`src/rtl/plane_pkg.sv`:
```
// Shared types and default sizes for the falling-plane redraw scheduler.
package plane_pkg;

  typedef enum logic [2:0] {
    IDLE,
    ERASE_SCAN,
    ERASE_PIX,
    MOVE,
    SETTLE,
    DRAW_SCAN,
    DRAW_PIX,
    DONE
  } sched_state_t;

  localparam int DEF_NUM_PLANES = 10;
  localparam int DEF_COORD_W    = 8;
  localparam int DEF_COLOR_W    = 3;
  localparam int DEF_SPR_W      = 4;
  localparam int DEF_SPR_H      = 4;

  localparam logic [DEF_COLOR_W-1:0] PLANE_COLOR = 3'b111;
  localparam logic [DEF_COLOR_W-1:0] BG_COLOR    = 3'b000;

endpackage

```
`src/rtl/plane_draw_scheduler_if.sv`:
```
// Pixel write port between the redraw scheduler (master) and the VGA pixel writer (slave).
interface plane_draw_scheduler_if #(
  parameter int COORD_W = plane_pkg::DEF_COORD_W,
  parameter int COLOR_W = plane_pkg::DEF_COLOR_W
) ();

  logic [COORD_W-1:0] pix_x;
  logic [COORD_W-1:0] pix_y;
  logic [COLOR_W-1:0] pix_colour;
  logic               plot;
  logic               pix_ready;

  modport master (
    output pix_x,
    output pix_y,
    output pix_colour,
    output plot,
    input  pix_ready
  );

  modport slave (
    input  pix_x,
    input  pix_y,
    input  pix_colour,
    input  plot,
    output pix_ready
  );

endinterface

```
`src/rtl/sprite_pixel_counter.sv`:
```
// Raster offset walker inside one sprite: ox runs fastest, oy steps when ox wraps.
module sprite_pixel_counter #(
  parameter int SPR_W = 4,
  parameter int SPR_H = 4,
  parameter int CNT_W = 8
) (
  input  logic             clk,
  input  logic             rst,
  input  logic             clear_i,
  input  logic             advance_i,
  output logic [CNT_W-1:0] ox_nxt_o,
  output logic [CNT_W-1:0] oy_nxt_o,
  output logic             last_o
);

  logic [CNT_W-1:0] ox_q;
  logic [CNT_W-1:0] oy_q;
  logic             row_end;
  logic             col_end;

  assign row_end = (ox_q == CNT_W'(SPR_W - 1));
  assign col_end = (oy_q == CNT_W'(SPR_H - 1));
  assign last_o  = row_end & col_end;

  // Next offsets are exposed so the owner can register pixel coordinates in step with the advance.
  assign ox_nxt_o = row_end ? '0 : ox_q + 1'b1;
  assign oy_nxt_o = row_end ? (col_end ? '0 : oy_q + 1'b1) : oy_q;

  always_ff @(posedge clk or posedge rst) begin
    if (rst) begin
      ox_q <= '0;
      oy_q <= '0;
    end else if (clear_i) begin
      ox_q <= '0;
      oy_q <= '0;
    end else if (advance_i) begin
      ox_q <= ox_nxt_o;
      oy_q <= oy_nxt_o;
    end
  end

endmodule

```
`src/rtl/plane_draw_scheduler.sv`:
```
// Per-frame erase / move / redraw sequencer feeding sprite pixels to the VGA writer.
module plane_draw_scheduler
  import plane_pkg::*;
#(
  parameter int NUM_PLANES = DEF_NUM_PLANES,
  parameter int COORD_W    = DEF_COORD_W,
  parameter int COLOR_W    = DEF_COLOR_W,
  parameter int SPR_W      = DEF_SPR_W,
  parameter int SPR_H      = DEF_SPR_H
) (
  input  logic                          clk,
  input  logic                          reset,
  input  logic                          frame_tick,
  input  logic [NUM_PLANES-1:0]         vis,
  input  logic [NUM_PLANES*COORD_W-1:0] x_in,
  input  logic [NUM_PLANES*COORD_W-1:0] y_in,
  plane_draw_scheduler_if.master        pix,
  output logic                          move_en,
  output logic                          busy,
  output logic                          frame_done,
  output logic                          frame_overrun
);

  localparam int IDX_W = (NUM_PLANES > 1) ? $clog2(NUM_PLANES) : 1;
  localparam logic [IDX_W-1:0] LAST_SLOT = IDX_W'(NUM_PLANES - 1);

  sched_state_t          state_q;
  logic [IDX_W-1:0]      idx_q;
  logic [NUM_PLANES-1:0] shadow_vis_q;
  logic [COORD_W-1:0]    shadow_x_q [NUM_PLANES];
  logic [COORD_W-1:0]    shadow_y_q [NUM_PLANES];
  logic [COORD_W-1:0]    pix_x_q;
  logic [COORD_W-1:0]    pix_y_q;
  logic [COLOR_W-1:0]    pix_colour_q;
  logic                  plot_q;
  logic                  move_en_q;
  logic                  busy_q;
  logic                  frame_done_q;

  logic [COORD_W-1:0] x_slot [NUM_PLANES];
  logic [COORD_W-1:0] y_slot [NUM_PLANES];

  for (genvar gi = 0; gi < NUM_PLANES; gi++) begin : g_unpack
    assign x_slot[gi] = x_in[gi*COORD_W +: COORD_W];
    assign y_slot[gi] = y_in[gi*COORD_W +: COORD_W];
  end

  logic               accept;
  logic               last_slot;
  logic               cnt_clear;
  logic               last_pix;
  logic [COORD_W-1:0] ox_nxt;
  logic [COORD_W-1:0] oy_nxt;

  assign accept    = plot_q & pix.pix_ready;
  assign last_slot = (idx_q == LAST_SLOT);
  // Offsets restart from the sprite origin every time a slot is scanned.
  assign cnt_clear = (state_q == ERASE_SCAN) || (state_q == DRAW_SCAN);

  sprite_pixel_counter #(
    .SPR_W (SPR_W),
    .SPR_H (SPR_H),
    .CNT_W (COORD_W)
  ) u_pix_cnt (
    .clk       (clk),
    .rst       (reset),
    .clear_i   (cnt_clear),
    .advance_i (accept),
    .ox_nxt_o  (ox_nxt),
    .oy_nxt_o  (oy_nxt),
    .last_o    (last_pix)
  );

  always_ff @(posedge clk or posedge reset) begin
    if (reset) begin
      state_q      <= IDLE;
      idx_q        <= '0;
      shadow_vis_q <= '0;
      for (int k = 0; k < NUM_PLANES; k++) begin
        shadow_x_q[k] <= '0;
        shadow_y_q[k] <= '0;
      end
      pix_x_q      <= '0;
      pix_y_q      <= '0;
      pix_colour_q <= '0;
      plot_q       <= 1'b0;
      move_en_q    <= 1'b0;
      busy_q       <= 1'b0;
      frame_done_q <= 1'b0;
    end else begin
      case (state_q)
        IDLE: begin
          if (frame_tick) begin
            state_q <= ERASE_SCAN;
            idx_q   <= '0;
            busy_q  <= 1'b1;
          end
        end

        ERASE_SCAN: begin
          if (shadow_vis_q[idx_q]) begin
            state_q      <= ERASE_PIX;
            plot_q       <= 1'b1;
            pix_x_q      <= shadow_x_q[idx_q];
            pix_y_q      <= shadow_y_q[idx_q];
            pix_colour_q <= COLOR_W'(BG_COLOR);
          end else if (last_slot) begin
            state_q   <= MOVE;
            move_en_q <= 1'b1;
            idx_q     <= '0;
          end else begin
            idx_q <= idx_q + 1'b1;
          end
        end

        // Both pixel phases walk the shadow position; a stalled writer freezes everything.
        ERASE_PIX, DRAW_PIX: begin
          if (accept) begin
            if (!last_pix) begin
              pix_x_q <= shadow_x_q[idx_q] + ox_nxt;
              pix_y_q <= shadow_y_q[idx_q] + oy_nxt;
            end else begin
              plot_q <= 1'b0;
              if (!last_slot) begin
                idx_q   <= idx_q + 1'b1;
                state_q <= (state_q == ERASE_PIX) ? ERASE_SCAN : DRAW_SCAN;
              end else if (state_q == ERASE_PIX) begin
                state_q   <= MOVE;
                move_en_q <= 1'b1;
                idx_q     <= '0;
              end else begin
                state_q      <= DONE;
                frame_done_q <= 1'b1;
              end
            end
          end
        end

        MOVE: begin
          state_q   <= SETTLE;
          move_en_q <= 1'b0;
        end

        SETTLE: begin
          state_q <= DRAW_SCAN;
          idx_q   <= '0;
        end

        // The shadow copy taken here is what the next frame erases.
        DRAW_SCAN: begin
          shadow_vis_q[idx_q] <= vis[idx_q];
          shadow_x_q[idx_q]   <= x_slot[idx_q];
          shadow_y_q[idx_q]   <= y_slot[idx_q];
          if (vis[idx_q]) begin
            state_q      <= DRAW_PIX;
            plot_q       <= 1'b1;
            pix_x_q      <= x_slot[idx_q];
            pix_y_q      <= y_slot[idx_q];
            pix_colour_q <= COLOR_W'(PLANE_COLOR);
          end else if (last_slot) begin
            state_q      <= DONE;
            frame_done_q <= 1'b1;
          end else begin
            idx_q <= idx_q + 1'b1;
          end
        end

        DONE: begin
          state_q      <= IDLE;
          frame_done_q <= 1'b0;
          busy_q       <= 1'b0;
          idx_q        <= '0;
        end

        default: state_q <= IDLE;
      endcase
    end
  end

  assign pix.pix_x      = pix_x_q;
  assign pix.pix_y      = pix_y_q;
  assign pix.pix_colour = pix_colour_q;
  assign pix.plot       = plot_q;
  assign move_en        = move_en_q;
  assign busy           = busy_q;
  assign frame_done     = frame_done_q;
  // Overrun must flag the offending tick in its own cycle, so it is decoded from the tick directly.
  assign frame_overrun  = frame_tick & busy_q;

endmodule
```
`src/flat_wrapper.sv`:
```
// flat-port wrapper written by rule: the top's interface ports become plain ports
module plane_draw_scheduler_flat import plane_pkg::*;
#(
  parameter int NUM_PLANES = DEF_NUM_PLANES,
  parameter int COORD_W    = DEF_COORD_W,
  parameter int COLOR_W    = DEF_COLOR_W,
  parameter int SPR_W      = DEF_SPR_W,
  parameter int SPR_H      = DEF_SPR_H
)
  (clk, reset, frame_tick, vis, x_in, y_in, move_en, busy, frame_done, frame_overrun, pix_pix_x, pix_pix_y, pix_pix_colour, pix_plot, pix_pix_ready);
  plane_draw_scheduler_if #(.COORD_W(COORD_W), .COLOR_W(COLOR_W)) pix_i ();
  input  logic clk;
  input  logic reset;
  input  logic frame_tick;
  input  logic [NUM_PLANES-1:0] vis;
  input  logic [NUM_PLANES*COORD_W-1:0] x_in;
  input  logic [NUM_PLANES*COORD_W-1:0] y_in;
  output logic move_en;
  output logic busy;
  output logic frame_done;
  output logic frame_overrun;
  output wire logic [$bits(pix_i.pix_x)-1:0] pix_pix_x;
  output wire logic [$bits(pix_i.pix_y)-1:0] pix_pix_y;
  output wire logic [$bits(pix_i.pix_colour)-1:0] pix_pix_colour;
  output wire logic [$bits(pix_i.plot)-1:0] pix_plot;
  input wire logic [$bits(pix_i.pix_ready)-1:0] pix_pix_ready;
  assign pix_pix_x = pix_i.pix_x;
  assign pix_pix_y = pix_i.pix_y;
  assign pix_pix_colour = pix_i.pix_colour;
  assign pix_plot = pix_i.plot;
  assign pix_i.pix_ready = pix_pix_ready;
  plane_draw_scheduler #(.NUM_PLANES(NUM_PLANES), .COORD_W(COORD_W), .COLOR_W(COLOR_W), .SPR_W(SPR_W), .SPR_H(SPR_H)) u_core (.clk(clk), .reset(reset), .frame_tick(frame_tick), .vis(vis), .x_in(x_in), .y_in(y_in), .pix(pix_i), .move_en(move_en), .busy(busy), .frame_done(frame_done), .frame_overrun(frame_overrun));
endmodule
```
`config.mk`:
```
export PLATFORM = sky130hd
export DESIGN_NAME = plane_draw_scheduler_flat
export DESIGN_NICKNAME = d
export VERILOG_FILES = /design/src/rtl/plane_pkg.sv /design/src/rtl/plane_draw_scheduler_if.sv /design/src/rtl/sprite_pixel_counter.sv /design/src/rtl/plane_draw_scheduler.sv /design/src/flat_wrapper.sv
export SDC_FILE = /design/constraint.sdc
export NUM_CORES = 1
export LEC_CHECK = 0
export BUFFER_PORTS_ARGS = -buffer_cell sky130_fd_sc_hd__clkbuf_2
export CELL_PAD_IN_SITES_DETAIL_PLACEMENT = 1
export CELL_PAD_IN_SITES_GLOBAL_PLACEMENT = 2
export CORE_UTILIZATION = 36
export DETAILED_ROUTE_END_ITERATION = 8
export MAX_ROUTING_LAYER = met4
export PLACE_DENSITY_LB_ADDON = 0.1
export SYNTH_ARGS = -nofsm -noshare
export SYNTH_HDL_FRONTEND = slang
export SYNTH_SLANG_ARGS = --single-unit
```
`constraint.sdc`:
```
create_clock -name clk -period 6.99 [get_ports clk]
set_clock_uncertainty 0.2 [all_clocks]
set_input_delay 0.3495 -clock clk [delete_from_list [all_inputs] [get_ports clk]]
set_output_delay 0.3495 -clock clk [all_outputs]
set_load 0.05 [all_outputs]
```
; ---- Yosys cells after proc, flatten, opt, wreduce, memory -nomap -nowiden
; Cells that the tools add are included.
[totals]
mem_bits_rw = 0
latchBits = 0
wordCells = 177
register_bits = 216
in_bits = 174
mem_count = 0
romBits = 0
[classes]
n_mux = 84
multipliers = 0
n_bitwise = 4
order_cmp = 4
n_reduce_logical = 21
n_eq_ne = 27
add_sub_neg = 5
div_mod_pow = 0
shift = 0
[op_table]
columns = cell, n
row1 = 8-bit 2-to-1 mux, 24
row2 = 80-bit bitwise mux, 2
row3 = 8-bit binary-select mux with 4-bit select, 4
row4 = 8-bit one-hot mux with 3 select lines, 2
row5 = 3-bit 2-to-1 mux, 12
row6 = 4-bit 2-to-1 mux, 9
row7 = 8-bit demux with 4-bit select, 1
row8 = 3-bit one-hot mux with 7 select lines, 1
row9 = 4-bit one-hot mux with 5 select lines, 1
row10 = 1-bit 2-to-1 mux, 19
row11 = 8-bit by 1-bit adder with 8-bit output (second input constant), 2
row12 = 8-bit adder, 2
row13 = 8-bit by 2-bit == test with 1-bit output (second input constant), 2
row14 = 2-bit inequality test (second input constant), 8
row15 = 5-bit AND reduction, 3
row16 = 7-bit AND reduction, 2
row17 = 3-bit == test (second input constant), 4
row18 = 2-bit by 1-bit inequality test with 1-bit output (second input constant), 6
row19 = 10-bit bitwise mux, 1
row20 = 1-bit one-hot mux with 3 select lines, 3
row21 = 3-bit nonzero test, 3
row22 = 1-bit binary-select mux with 4-bit select, 2
row23 = 8-bit AND reduction, 1
row24 = 3-bit by 2-bit == test with 1-bit output (second input constant), 2
row25 = other kinds (22), 29

; ---- Logic depth before layout (Yosys ltp)
; Gate-level depths: netlist of the first run.
[logic_depth]
word_depth = 8
ltp_mapped = 16
mapped_depth_nobuf = 13

; ---- By module
; A second synthesis of the first run with hierarchy kept.
[hier_totals]
hier_cells = 1224
hier_area_um2 = 12271.8
[modules_own_cells]
columns = mod, instances, cells_each, area_per_inst_um2
row1 = plane_draw_scheduler, 1, 1094, 11167.0
row2 = sprite_pixel_counter, 1, 130, 1104.8

; ---- Worst setup path after synthesis of the first run
; OpenSTA, ideal clock, no wires.
[synth_path]
kind = register to register
start = register u_core.u_pix_cnt.ox_q[0]
end = register u_core.pix_y_q[6], in the netlist u_core.pix.pix_y[6]
stages_incl_launch_ff = 17
slack_ns = 3.215
arrival_time_ns = 3.451
n_path_buf = 3
setup_time_ns = 0.125
cell_sequence = dfrtp_1 -> ha_1 -> buf_2 -> or4b_1 -> nor2b_1 -> buf_2 -> clkbuf_1 -> xnor2_1 -> nor2_1 -> ha_1 -> fa_1 -> a21o_1 -> a21oi_1 -> o21ai_0 -> xnor2_1 -> o221ai_1 -> mux2_2
[synth_via]
elab_chain_cells = 6
[synth_rtl]
columns = item, line
row1 = start: declaration, sprite_pixel_counter.sv:16  ; logic [CNT_W-1:0] ox_q;
row2 = start signal: assignment, sprite_pixel_counter.sv:37  ; ox_q <= ox_nxt_o;
row3 = 8-bit by 2-bit == test with 1-bit output *, sprite_pixel_counter.sv:21  ; assign row_end = (ox_q == CNT_W'(SPR_W - 1));
row4 = 8-bit 2-to-1 mux, sprite_pixel_counter.sv:27  ; assign oy_nxt_o = row_end ? (col_end ? '0 : oy_q + 1'b1) : oy_q;
row5 = 8-bit adder, plane_draw_scheduler.sv:121  ; pix_y_q <= shadow_y_q[idx_q] + oy_nxt;
row6 = 8-bit 2-to-1 mux, plane_draw_scheduler.sv:119  ; if (!last_pix) begin
row7 = 8-bit 2-to-1 mux, plane_draw_scheduler.sv:118  ; if (accept) begin
row8 = 8-bit one-hot mux with 3 select lines, plane_draw_scheduler.sv:91  ; case (state_q)
row9 = end signal: assignment, plane_draw_scheduler.sv:105  ; pix_y_q <= shadow_y_q[idx_q];
row10 = end signal: assignment, plane_draw_scheduler.sv:121
row11 = end signal: assignment, plane_draw_scheduler.sv:158  ; pix_y_q <= y_slot[idx_q];
row12 = end: declaration, plane_draw_scheduler.sv:33  ; logic [COORD_W-1:0] pix_y_q;
; Mark *: on every way between the ends. The rest lies on a longest branch, timed or not. The select of a mux whose other input is x is not followed.
; A chain may end at the register's enable or synchronous reset.

; ---- Worst setup path after layout of the first run
[layout_path]
start = register u_core.idx_q[1]
end = register u_core.pix_y_q[7], in the netlist u_core.pix.pix_y[7]
[layout_via]
elab_chain_cells = 8
[layout_rtl]
columns = item, line
row1 = start: declaration, plane_draw_scheduler.sv:28  ; logic [IDX_W-1:0] idx_q;
row2 = start signal: assignment, plane_draw_scheduler.sv:112  ; idx_q <= idx_q + 1'b1;
row3 = start signal: assignment, plane_draw_scheduler.sv:125  ; idx_q <= idx_q + 1'b1;
row4 = start signal: assignment, plane_draw_scheduler.sv:164  ; idx_q <= idx_q + 1'b1;
row5 = 4-bit NOT with 5-bit output (implied by the code), "plane_draw_scheduler.sv:105, plane_draw_scheduler.sv:121, plane_draw_scheduler.sv:158"
row6 = 8-bit binary-select mux with 4-bit select, "plane_draw_scheduler.sv:105, plane_draw_scheduler.sv:121"
row7 = 8-bit 2-to-1 mux (implied by the code) (2 in series), "plane_draw_scheduler.sv:105, plane_draw_scheduler.sv:121"
row8 = 8-bit adder, plane_draw_scheduler.sv:121
row9 = 8-bit 2-to-1 mux, plane_draw_scheduler.sv:119
row10 = 8-bit 2-to-1 mux, plane_draw_scheduler.sv:118
row11 = 8-bit one-hot mux with 3 select lines, plane_draw_scheduler.sv:91
; Parallel ways exist; a longest one is shown, timed or not. The select of a mux whose other input is x is not followed.

==> results of run 1 <==
==> cell usage after synthesis, types with 3 or more instances <==
master	n
dfrtp_1	214
nand2_1	182
o21ai_0	166
nor2_1	77
clkbuf_1	76
a21oi_1	60
mux4_2	60
mux2i_1	49
a22oi_1	27
ha_1	20
xnor2_1	19
buf_2	17
o21a_1	16
mux2_2	14
xor2_1	13
nand3_1	12
inv_1	11
nor3_1	9
nor2b_1	8
o221ai_1	8
o22ai_1	8
a21o_1	7
a31oi_1	7
and3_1	6
mux2_4	5
buf_1	4
buf_4	4
buf_6	4
nand2b_1	4
nand4_1	4
a221o_1	3
a41oi_1	3
and2_1	3
and4_1	3
o31ai_1	3
==> metrics by stage <==
step | hold WS [ps] | worst slack [ps]
floorplan | 244 | 590
global placement | 258 | 2780
detailed placement | 269 | 2700
CTS | 139 | 2670
global route | 177 | 2420
finish | 152 | 2670
==> sequential cells by signal, summed over array words and instances (netlist names), 3 cells and up <==
signal	count
u_core.shadow_y_q	80
u_core.shadow_x_q	80
u_core.idx_q	4
u_core.u_pix_cnt.ox_q	8
u_core.pix.pix_x	8
u_core.shadow_vis_q	10
u_core.u_pix_cnt.oy_q	8
u_core.pix.pix_y	8
u_core.state_q	3
==> placed cells by master, fill, tap and decap left out, types with 19 or more instances in the layout <==
cell type / n
ha_1: 20
a21oi_1: 60
clkbuf_2: 197
xnor2_1: 19
o21ai_0: 166
dfrtp_1: 212
clkbuf_16: 26
mux4_2: 60
mux2i_1: 49
a22oi_1: 27
nand2_1: 179
buf_4: 24
nor2_1: 75
==> worst register-to-register path: stages, from the launching register on <==
cell and delay, ps:
dfrtp_4 730, buf_4 570, mux4_2 350, a21oi_1 60, o21ai_0 680, ha_1 360
a21o_1 170, a211o_1 310, a41oi_1 450, or3_1 180, a32oi_1 90
==> layer usage <==
layer,up-vias,wire [µm],GRT usage
li1,4468,-,-
met1,4876,18700,0.343
met2,217,18000,0.379
met3,48,1840,0.0321
met4,0,652,0.0457
met5,-,0,-
==> area by class of cell <==
type	count	share of cell area
inverter	11	0.00346
sequential	214	0.380
timing repair buffer	223	0.0841
clock inverter	13	0.0138
tap	442	0.0392
multi-input combinational	833	0.427
clock buffer	34	0.0525
==> cells by family (layout without fill, tap and decap cells) <==
family,after synthesis,after routing,share of synthesized area
flip-flops,214,214,0.452
AND/OR/NAND/NOR,321,321,0.116
AO/OA/AOI/OAI,330,330,0.166
multiplexers,128,128,0.175
XOR/XNOR,32,32,0.0236
buffers and inverters,116,281,0.0423
adder cells (fa/ha/maj),22,22,0.0245
==> repair_timing <==
| item | in CTS | in global routing |
|---|---|---|
| hold buffers | 2 | 0 |
| endpoints found under the hold margin | 110 | 0 |
| endpoints found under the setup margin | 0 | 0 |
==> worst paths after layout <==
kind	startpoint	endpoint	slack [ps]
setup / recovery	u_core.idx_q[1]$_DFFE_PP0P_	u_core.pix.pix_y[7]$_DFFE_PP0P_	2670
hold / removal	pix_pix_ready	u_core.pix.plot$_DFFE_PP0P_	150
setup reg to reg	u_core.idx_q[1]$_DFFE_PP0P_	u_core.pix.pix_y[7]$_DFFE_PP0P_	2670
hold reg to reg	u_core.shadow_y_q[24]$_DFFE_PP0P_	u_core.shadow_y_q[24]$_DFFE_PP0P_	270
max in group asynchronous	reset	u_core.shadow_y_q[74]$_DFFE_PP0P_	4950
min in group asynchronous	reset	u_core.shadow_y_q[63]$_DFFE_PP0P_	280
==> power by group <==
group / switching, µW / internal [µW]
combinational: 2090 / 1270
clock: 563 / 896
sequential: 349 / 1670
==> flow_summary.json, run 1 <==
{
  "rsz0062_at_grt": "no",
  "routabilityCongestion": 0.801,
  "rows": 66,
  "grt_max_degree": 112,
  "final.period_utilization": 0.617,
  "clock-sinks": 214,
  "drv_slew": 0,
  "crit_buf_inv": 1,
  "ff_latch_area_um2": 5360,
  "cpPeakStageDelay_ps": 730,
  "cts_buffers": 26,
  "cp_data_arrival_time_ps": 4500,
  "cp.required_ps": 7170,
  "worstPathMaxFanout": 35,
  "hold_viol": 0,
  "synth_area_um2": 11900,
  "power.total_uw": 6830,
  "finish.net_count": 1505,
  "fp.dieW_um": 183,
  "relSlewSlack": 0.274,
  "finalWirelength_um": 39200,
  "crit_path_cell_trace": "buf_4 > mux4_2 > a21oi_1 > o21ai_0 > ha_1 > a21o_1 > a211o_1 > a41oi_1 > or3_1 > a32oi_1",
  "hold_path_class": "in2reg",
  "dr.pass1.iters": 5,
  "yosys.area.top_type": "dfrtp_1",
  "ant_nets": 0,
  "synth-main-ff-cell": "dfrtp_1",
  "ys_seq_elements": 214,
  "drive_gt1_frac": 0.272,
  "overflow": 0,
  "synth_cells": 1163,
  "vdd_ir_drop_max_v": 0.000201,
  "path_delay_family": "compound AO/OA/AOI/OAI gates",
  "clk-insertion-delay-late_ps": 550,
  "yosys-top-cells-area": "dfrtp_1 (45%), mux4_2 (11%), o21ai_0 (7.0%), nand2_1 (5.8%), mux2i_1 (4.1%)",
  "drcViolationCount": 0,
  "fin_crit_ps": 4320,
  "synthArstFlopShare": 1.00,
  "cts_tree": "built",
  "start_util": 0.365,
  "routed_via_density": 5.43,
  "cts-htree-levels": 1,
  "cts_resized": 0,
  "p_per_area_nw_per_um2": 485,
  "synth_area_per_cell_um2": 10.2,
  "synth-edff-count": 0,
  "leakagePower_uw": 0.00630,
  "timing.setup.tns_ps": 0,
  "cpMaxStageDelayCell": "dfrtp_4",
  "n_fill_cell": 3683,
  "yosysSeqAreaShare": 0.452,
  "grt_pass1_wl_um": 60800,
  "cts.clk_slew.worst_paths_ps": 60,
  "cp-start-kind": "register",
  "ys_types": 62,
  "synth_top_area_share": 0.452,
  "setup_viol": 0,
  "cts_root_buf": "clkbuf_16",
  "cp_num_cells": 10,
  "via_count": 9609,
  "hold_depth": 4,
  "clockBufferDepth": 3,
  "crit_type": "reg2reg",
  "maxCapViolations": 0,
  "synth_nets": 1359,
  "antenna_found_initial": 0,
  "grt_usage": 0.244,
  "diodes": 0,
  "tightest_slew_ps": 1080,
  "syn2layout_area_growth_pct": 19.0,
  "die_area_um2": 33700,
  "grt_pass1_vias": 9945,
  "stdcell_count": 1770,
  "chipHeight_um": 183,
  "dp_cells": 1721,
  "yosys_warnings": 0,
  "coreArea_um2": 32500,
  "crit_path_end_kind": "register",
  "final_util": 0.435,
  "final_area_um2": 14100,
  "io_pins": 198,
  "drt_iter0_drc": 520,
  "worstRegToRegCells": 10,
  "postCtsSetupRepairBufs": 0,
  "fmaxAchievable_mhz": 232,
  "multi_input_area_um2": 6020,
  "status": "finished, final reports clean",
  "hpwl_um": 26700,
  "avgRoutedWirePerCell_um": 22.1,
  "portBuffers": 197,
  "place_area_um2": 13100
}
(Power assumes the default switching activity.)
==> inputs of run 2 (changes only) <==
--- a/config.mk
+++ b/config.mk
@@ -8,7 +8,7 @@
 export BUFFER_PORTS_ARGS = -buffer_cell sky130_fd_sc_hd__clkbuf_2
 export CELL_PAD_IN_SITES_DETAIL_PLACEMENT = 1
 export CELL_PAD_IN_SITES_GLOBAL_PLACEMENT = 2
-export CORE_UTILIZATION = 36
+export CORE_UTILIZATION = 33
 export DETAILED_ROUTE_END_ITERATION = 8
 export MAX_ROUTING_LAYER = met4
 export PLACE_DENSITY_LB_ADDON = 0.1
==> constraint.sdc (replaced) <==
create_clock -name clk -period 3.8 [get_ports clk]
set_clock_uncertainty 0.2 [all_clocks]
set_input_delay 0.19 -clock clk [delete_from_list [all_inputs] [get_ports clk]]
set_output_delay 0.19 -clock clk [all_outputs]
set_load 0.05 [all_outputs]
==> run 2 against run 1 <==
Setup slack lost 2500 ps. Power rose by 90%. Non-clock buffer count rose by 54. Final cell count is 4.2% higher. Die area rose by 9.0%. Critical path depth grew 1. Sequential share of layout area shrank 1.2 points. Critical path type unchanged. Highest routed layer unchanged.
==> flow_summary.json, run 2 (synthesis gave the netlist of run 1 again) <==
{
  "io_pins": 198,
  "hold_path_class": "in2reg",
  "power.total_uw": 13000,
  "p_seq_frac": 0.278,
  "worstPathMaxFanout": 11,
  "tightest_slew_ps": 950,
  "timing.setup.tns_ps": 0,
  "avgRoutedWirePerCell_um": 21.7,
  "hold_viol": 0,
  "fin_crit_ps": 3660,
  "portBuffers": 197,
  "dp_cells": 1793,
  "cp_data_arrival_time_ps": 3890,
  "clockBufferDepth": 3,
  "start_util": 0.334,
  "fmaxAchievable_mhz": 273,
  "cts_buffers": 26,
  "cts-htree-levels": 1,
  "swShare": 0.433,
  "maxCapViolations": 0,
  "rows": 69,
  "grt_usage": 0.228,
  "dr.pass1.iters": 5,
  "crit_path_cell_trace": "mux4_2 > a21oi_1 > o21ai_0 > ha_1 > fa_1 > a21o_1 > a21oi_1 > o21ai_0 > xnor2_1 > o221ai_1 > mux2_2",
  "clk-insertion-delay-late_ps": 550,
  "n_fill_cell": 3994,
  "overflow": 0,
  "diodes": 0,
  "drive_gt1_frac": 0.299,
  "cpMaxStageDelayCell": "dfrtp_4",
  "cts.clk_slew.worst_paths_ps": 60,
  "ant_nets": 0,
  "p_comb_frac": 0.523,
  "cts_root_buf": "clkbuf_16",
  "reg_top3": "u_core.shadow_x_q (80), u_core.shadow_y_q (80), u_core.shadow_vis_q (10)",
  "via_count": 9682,
  "stdcell_count": 1844,
  "syn2layout_area_growth_pct": 23.0,
  "drcViolationCount": 0,
  "p_switching_uw": 5620,
  "drv_slew": 0,
  "cts_tree": "built",
  "routabilityCongestion": 0.802,
  "coreArea_um2": 35500,
  "drt_iter0_drc": 498,
  "final_util": 0.411,
  "layout.cells.most_common": "dfrtp_1",
  "cpPeakStageDelay_ps": 560,
  "p_clk_frac": 0.199,
  "grt_max_degree": 62,
  "chipHeight_um": 192,
  "die_area_um2": 36700,
  "grt_pass1_vias": 9971,
  "status": "finished, final reports clean",
  "finalWirelength_um": 39900,
  "final_cell_mix": "dfrtp_1 (212), clkbuf_2 (197), nand2_1 (182)",
  "p_per_area_nw_per_um2": 890,
  "leakagePower_uw": 0.00657,
  "final.period_utilization": 0.964,
  "fp.dieW_um": 192,
  "setup_viol": 0,
  "crit_path_end_kind": "register",
  "postCtsSetupRepairBufs": 0,
  "clock-sinks": 214,
  "routed_via_density": 5.25,
  "hpwl_um": 28700,
  "vdd_ir_drop_max_v": 0.000534,
  "antenna_found_initial": 0,
  "p_int_uw": 7350,
  "crit_type": "reg2reg",
  "cp-start-kind": "register",
  "finish.net_count": 1559,
  "grt_pass1_wl_um": 60900,
  "rsz0062_at_grt": "no",
  "cp.required_ps": 4030,
  "relSlewSlack": 0.366
}
==> run 2: through the flow <==
stage	instance area (µm²)	setup WS [ps]	hold WS, ps
2_1_floorplan	11900	24.7	183
3_3_place_gp	13600	222	167
3_5_place_dp	13600	155	154
4_1_cts	14600	147	58.1
5_1_grt	14600	8.96	102
6_report	14600	139	64.3
==> run 2: path summary, 6_finish.rpt <==
path                                                    from                           endpoint  slack [ps]  cells after the start
min reg2reg                u_core.shadow_y_q[49]$_DFFE_PP0P_  u_core.shadow_y_q[49]$_DFFE_PP0P_         280                      2
max                              u_core.idx_q[0]$_DFFE_PP0P_    u_core.pix.pix_x[6]$_DFFE_PP0P_         140                     11
max reg2reg                      u_core.idx_q[0]$_DFFE_PP0P_    u_core.pix.pix_x[6]$_DFFE_PP0P_         140                     11
max in group asynchronous                              reset  u_core.shadow_y_q[30]$_DFFE_PP0P_        2490                      4
min in group asynchronous                              reset      u_core.state_q[2]$_DFFE_PP0P_         130                      3
min                                                 y_in[70]   u_core.shadow_y_q[6]$_DFFE_PP0P_          60                      5
==> run 2: layout make-up <==
type,count,area (µm²),share of cell area
Clock buffer,39,810,0.0555
Multi-Input combinational cell,833,6010,0.412
Tap cell,461,577,0.0396
Clock inverter,9,100,0.00687
Timing Repair Buffer,277,1670,0.115
Sequential cell,214,5360,0.368
Inverter,11,45.0,0.00309
==> run 2: worst max-delay path, delay by kind of cell, from the launching register on <==
family | cells | cell delay, ps
adders and majority gates | 2 | 770
muxes | 2 | 810
AOI/OAI and AO/OA | 6 | 1050
DFF | 1 | 560
xor gates and xnor gates | 1 | 160
==> run 2: repair_timing <==
item | 4_1_cts | 5_1_grt
gates resized for setup | 0 | 2
hold endpoints to repair | 28 | 0
endpoints found under the setup margin | 0 | 2
hold buffers | 3 | 0
==> run 2: power groups by stage <==
stage               Combinational, µW  Clock [µW]  Sequential (µW)
floorplan                        4270           0             3780
global placement                 6730           0             3630
detailed placement               6820           0             3650
CTS                              6850        2650             3610
global route                     7420        2740             3720
finish                           6790        2580             3610
==> run 2: layer usage <==
| layer | GRT usage | routed length (µm) | share of wire | vias to the layer above |
|---|---|---|---|---|
| met1 | 0.315 | 19300 | 0.48 | 4880 |
| met4 | 0.0461 | 701 | 0.018 | 0 |
| met2 | 0.360 | 18700 | 0.47 | 164 |
| li1 | - | - | - | 4591 |
| met5 | - | 0 | 0 | - |
| met3 | 0.0259 | 1220 | 0.031 | 47 |
==> inputs of run 3 (changes only) <==
--- a/config.mk
+++ b/config.mk
@@ -5,11 +5,12 @@
 export SDC_FILE = /design/constraint.sdc
 export NUM_CORES = 1
 export LEC_CHECK = 0
-export BUFFER_PORTS_ARGS = -buffer_cell sky130_fd_sc_hd__clkbuf_2
+export ABC_AREA = 1
 export CELL_PAD_IN_SITES_DETAIL_PLACEMENT = 1
 export CELL_PAD_IN_SITES_GLOBAL_PLACEMENT = 2
 export CORE_UTILIZATION = 33
 export DETAILED_ROUTE_END_ITERATION = 8
+export DONT_BUFFER_PORTS = 1
 export MAX_ROUTING_LAYER = met4
 export PLACE_DENSITY_LB_ADDON = 0.1
 export SYNTH_ARGS = -nofsm -noshare
==> run 3 against run 2 <==
Global-route usage rose by 0.073 points. Final cell count increased by 20%. Area after synthesis is 7.7% higher. Critical path depth is 7 higher.
==> flow_summary.json, run 3 <==
{
  "status": "finished, final reports clean",
  "endpoint": "u_core.pix.pix_x[7]$_DFFE_PP0P_",
  "timing.reg2reg.setup_slack_ps": 450,
  "grt_max_degree": 130,
  "yosys.area.top_type": "dfrtp_1",
  "chipHeight_um": 199,
  "yosys_warnings": 0,
  "cts_buffers": 26,
  "stdcell_count": 2221,
  "final_util": 0.379,
  "clock-sinks": 214,
  "io_pins": 198,
  "finish.net_count": 1886,
  "final.period_utilization": 0.882,
  "dr.pass1.iters": 6,
  "tightest_slew_ps": 884,
  "crit_path_end_kind": "register",
  "avgRoutedWirePerCell_um": 19.3,
  "timing.setup.tns_ps": 0,
  "ys_seq_elements": 214,
  "antenna_found_initial": 0,
  "power.total_uw": 11900,
  "drcViolationCount": 0,
  "grt_usage": 0.228,
  "overflow": 0,
  "finalWirelength_um": 42800,
  "hpwl_um": 30000,
  "cts_tree": "built",
  "syn2layout_area_growth_pct": 12.2,
  "cp_data_arrival_time_ps": 3620,
  "setup_viol": 0,
  "worstSetupStartpoint": "u_core.idx_q[0]$_DFFE_PP0P_",
  "cp-start-kind": "register",
  "final_cell_mix": "nand2_1 (485), o21ai_0 (276), dfrtp_1 (212)",
  "routabilityCongestion": 0.849,
  "grt_pass1_vias": 12072,
  "synth_area_um2": 12800,
  "fin_hold_ws_ps": 2.46,
  "regToRegStartpoint": "u_core.idx_q[0]$_DFFE_PP0P_",
  "portBuffers": 0,
  "yosysSeqAreaShare": 0.419,
  "fp.dieW_um": 199,
  "p_per_area_nw_per_um2": 832,
  "cp.required_ps": 4060,
  "worstPathMaxFanout": 108,
  "synth_common_cells": "nand2_1 (485), o21ai_0 (276), dfrtp_1 (214)",
  "hold_path_class": "in2reg",
  "multi_input_area_um2": 6290,
  "synth_most_common_cell": "nand2_1",
  "via_count": 11332,
  "rows": 71,
  "drt_iter0_drc": 513,
  "synth_top_area_share": 0.419,
  "drv_slew": 0,
  "coreArea_um2": 37800,
  "synth_nets": 1893,
  "synth_area_per_cell_um2": 7.52,
  "grt_pass1_wl_um": 68500,
  "cts.clk_slew.worst_paths_ps": 70,
  "leakagePower_uw": 0.00694,
  "clockBufferDepth": 3,
  "clk-insertion-delay-late_ps": 540,
  "synth-main-ff-cell": "dfrtp_1",
  "synthArstFlopShare": 1.00,
  "fin_crit_ps": 3350,
  "synth_cells": 1697,
  "ant_nets": 0,
  "ff_latch_area_um2": 5360,
  "routed_via_density": 5.10,
  "crit_type": "reg2reg",
  "start_util": 0.337,
  "rsz0062_at_grt": "no",
  "hold_viol": 0,
  "maxCapViolations": 0,
  "reg_top3": "u_core.shadow_x_q (80), u_core.shadow_y_q (80), u_core.shadow_vis_q (10)",
  "worstRegToRegCells": 18,
  "relSlewSlack": 0.409,
  "die_area_um2": 39500,
  "rr_endpoint": "u_core.pix.pix_x[7]$_DFFE_PP0P_",
  "cts-htree-levels": 1,
  "drive_gt1_frac": 0.112,
  "dp_cells": 2148,
  "synth-edff-count": 0,
  "ys_types": 38,
  "fmaxAchievable_mhz": 298,
  "diodes": 0,
  "layout.cells.most_common": "nand2_1",
  "n_fill_cell": 4682,
  "vdd_ir_drop_max_v": 0.000446,
  "cts_root_buf": "clkbuf_16",
  "yosys-top-cells-area": "dfrtp_1 (42%), nand2_1 (14%), o21ai_0 (11%), mux2_2 (5.6%), inv_1 (4.5%)"
}
[run 3: cell types whose count changed after synthesis, sizes merged, moves of 42 or more]
cell	before	now
nand2	182	486
inv	11	161
o21ai	167	291
nand3	12	86
mux4	60	0
mux2i	49	0
clkbuf	76	32
mux2	19	63
nor2	77	119
[run 3: worst min path at each step]
| stage | start | endpoint | slack, ps | cells after the start |
|---|---|---|---|---|
| 6_report | vis[3] | u_core.shadow_vis_q[6]$_DFFE_PP0P_ | 2 | 6 |
| 5_1_grt | y_in[79] | u_core.shadow_y_q[15]$_DFFE_PP0P_ | 50 | 6 |
| 4_1_cts | vis[9] | u_core.shadow_vis_q[6]$_DFFE_PP0P_ | 4 | 6 |
| 3_5_place_dp | reset | u_core.pix.pix_x[0]$_DFFE_PP0P_ | 90 | 2 |
| 3_3_place_gp | reset | u_core.pix.pix_x[0]$_DFFE_PP0P_ | 100 | 2 |
| 2_1_floorplan | frame_tick | u_core.busy$_DFFE_PP0P_ | 140 | 2 |
[run 3: logic make-up after synthesis]
kind of cell,share of synthesized area
DFF,0.419
xor gates and xnor gates,0.00617
muxes,0.0556
and+or+nand+nor,0.238
adders and majority gates,0.0227
buffers and inverters,0.0889
AOI/OAI and AO/OA,0.169
[run 3: metal layers]
layer	vias up	share of wire	GRT usage
met3	53	0.024	0.0251
met4	0	0.017	0.0427
met2	120	0.49	0.385
met5	-	0	-
li1	5529	-	-
met1	5630	0.47	0.297
[run 3: timing repair]
action,in CTS,in global routing
hold buffers,25,0
resized for setup,0,0
endpoints found under the hold margin,280,0
buffers inserted,0,0
[run 3: layout make-up]
cell class                      count  area share
Clock buffer                       43      0.0569
Clock inverter                      5     0.00175
Inverter                          162      0.0428
Tap cell                          511      0.0446
Timing Repair Buffer               64      0.0405
Multi-Input combinational cell   1222       0.439
Sequential cell                   214       0.374
[run 3: worst max-delay path: stages (launching register included)]
cell,delay [ps]
dfrtp_4,430
buf_12,390
buf_4,370
a21oi_1,110
o21ai_0,90
nand2_1,80
nand2_1,100
nand3_1,170
ha_1,400
nand2_1,70
inv_1,70
nand4_1,80
nand3_1,120
nand2_1,60
nand2_1,160
inv_1,70
nand2_1,60
nand3_1,60
a21oi_1,140
[run 3: report_power, final]
part	switching [µW]	internal, µW	leakage, µW	total [µW]
Clock	1020	1450	0.000419	2480
Sequential	705	3030	0.00244	3730
Combinational	3920	1780	0.00408	5710
Total	5650	6260	0.00694	11900
[run 3: through the flow]
step                instance area [µm²]  setup WS, ps
global placement                  13200           500
detailed placement                13200           469
CTS                               14300           430
global route                      14300           120
floorplan                         12800           626
finish                            14300           447
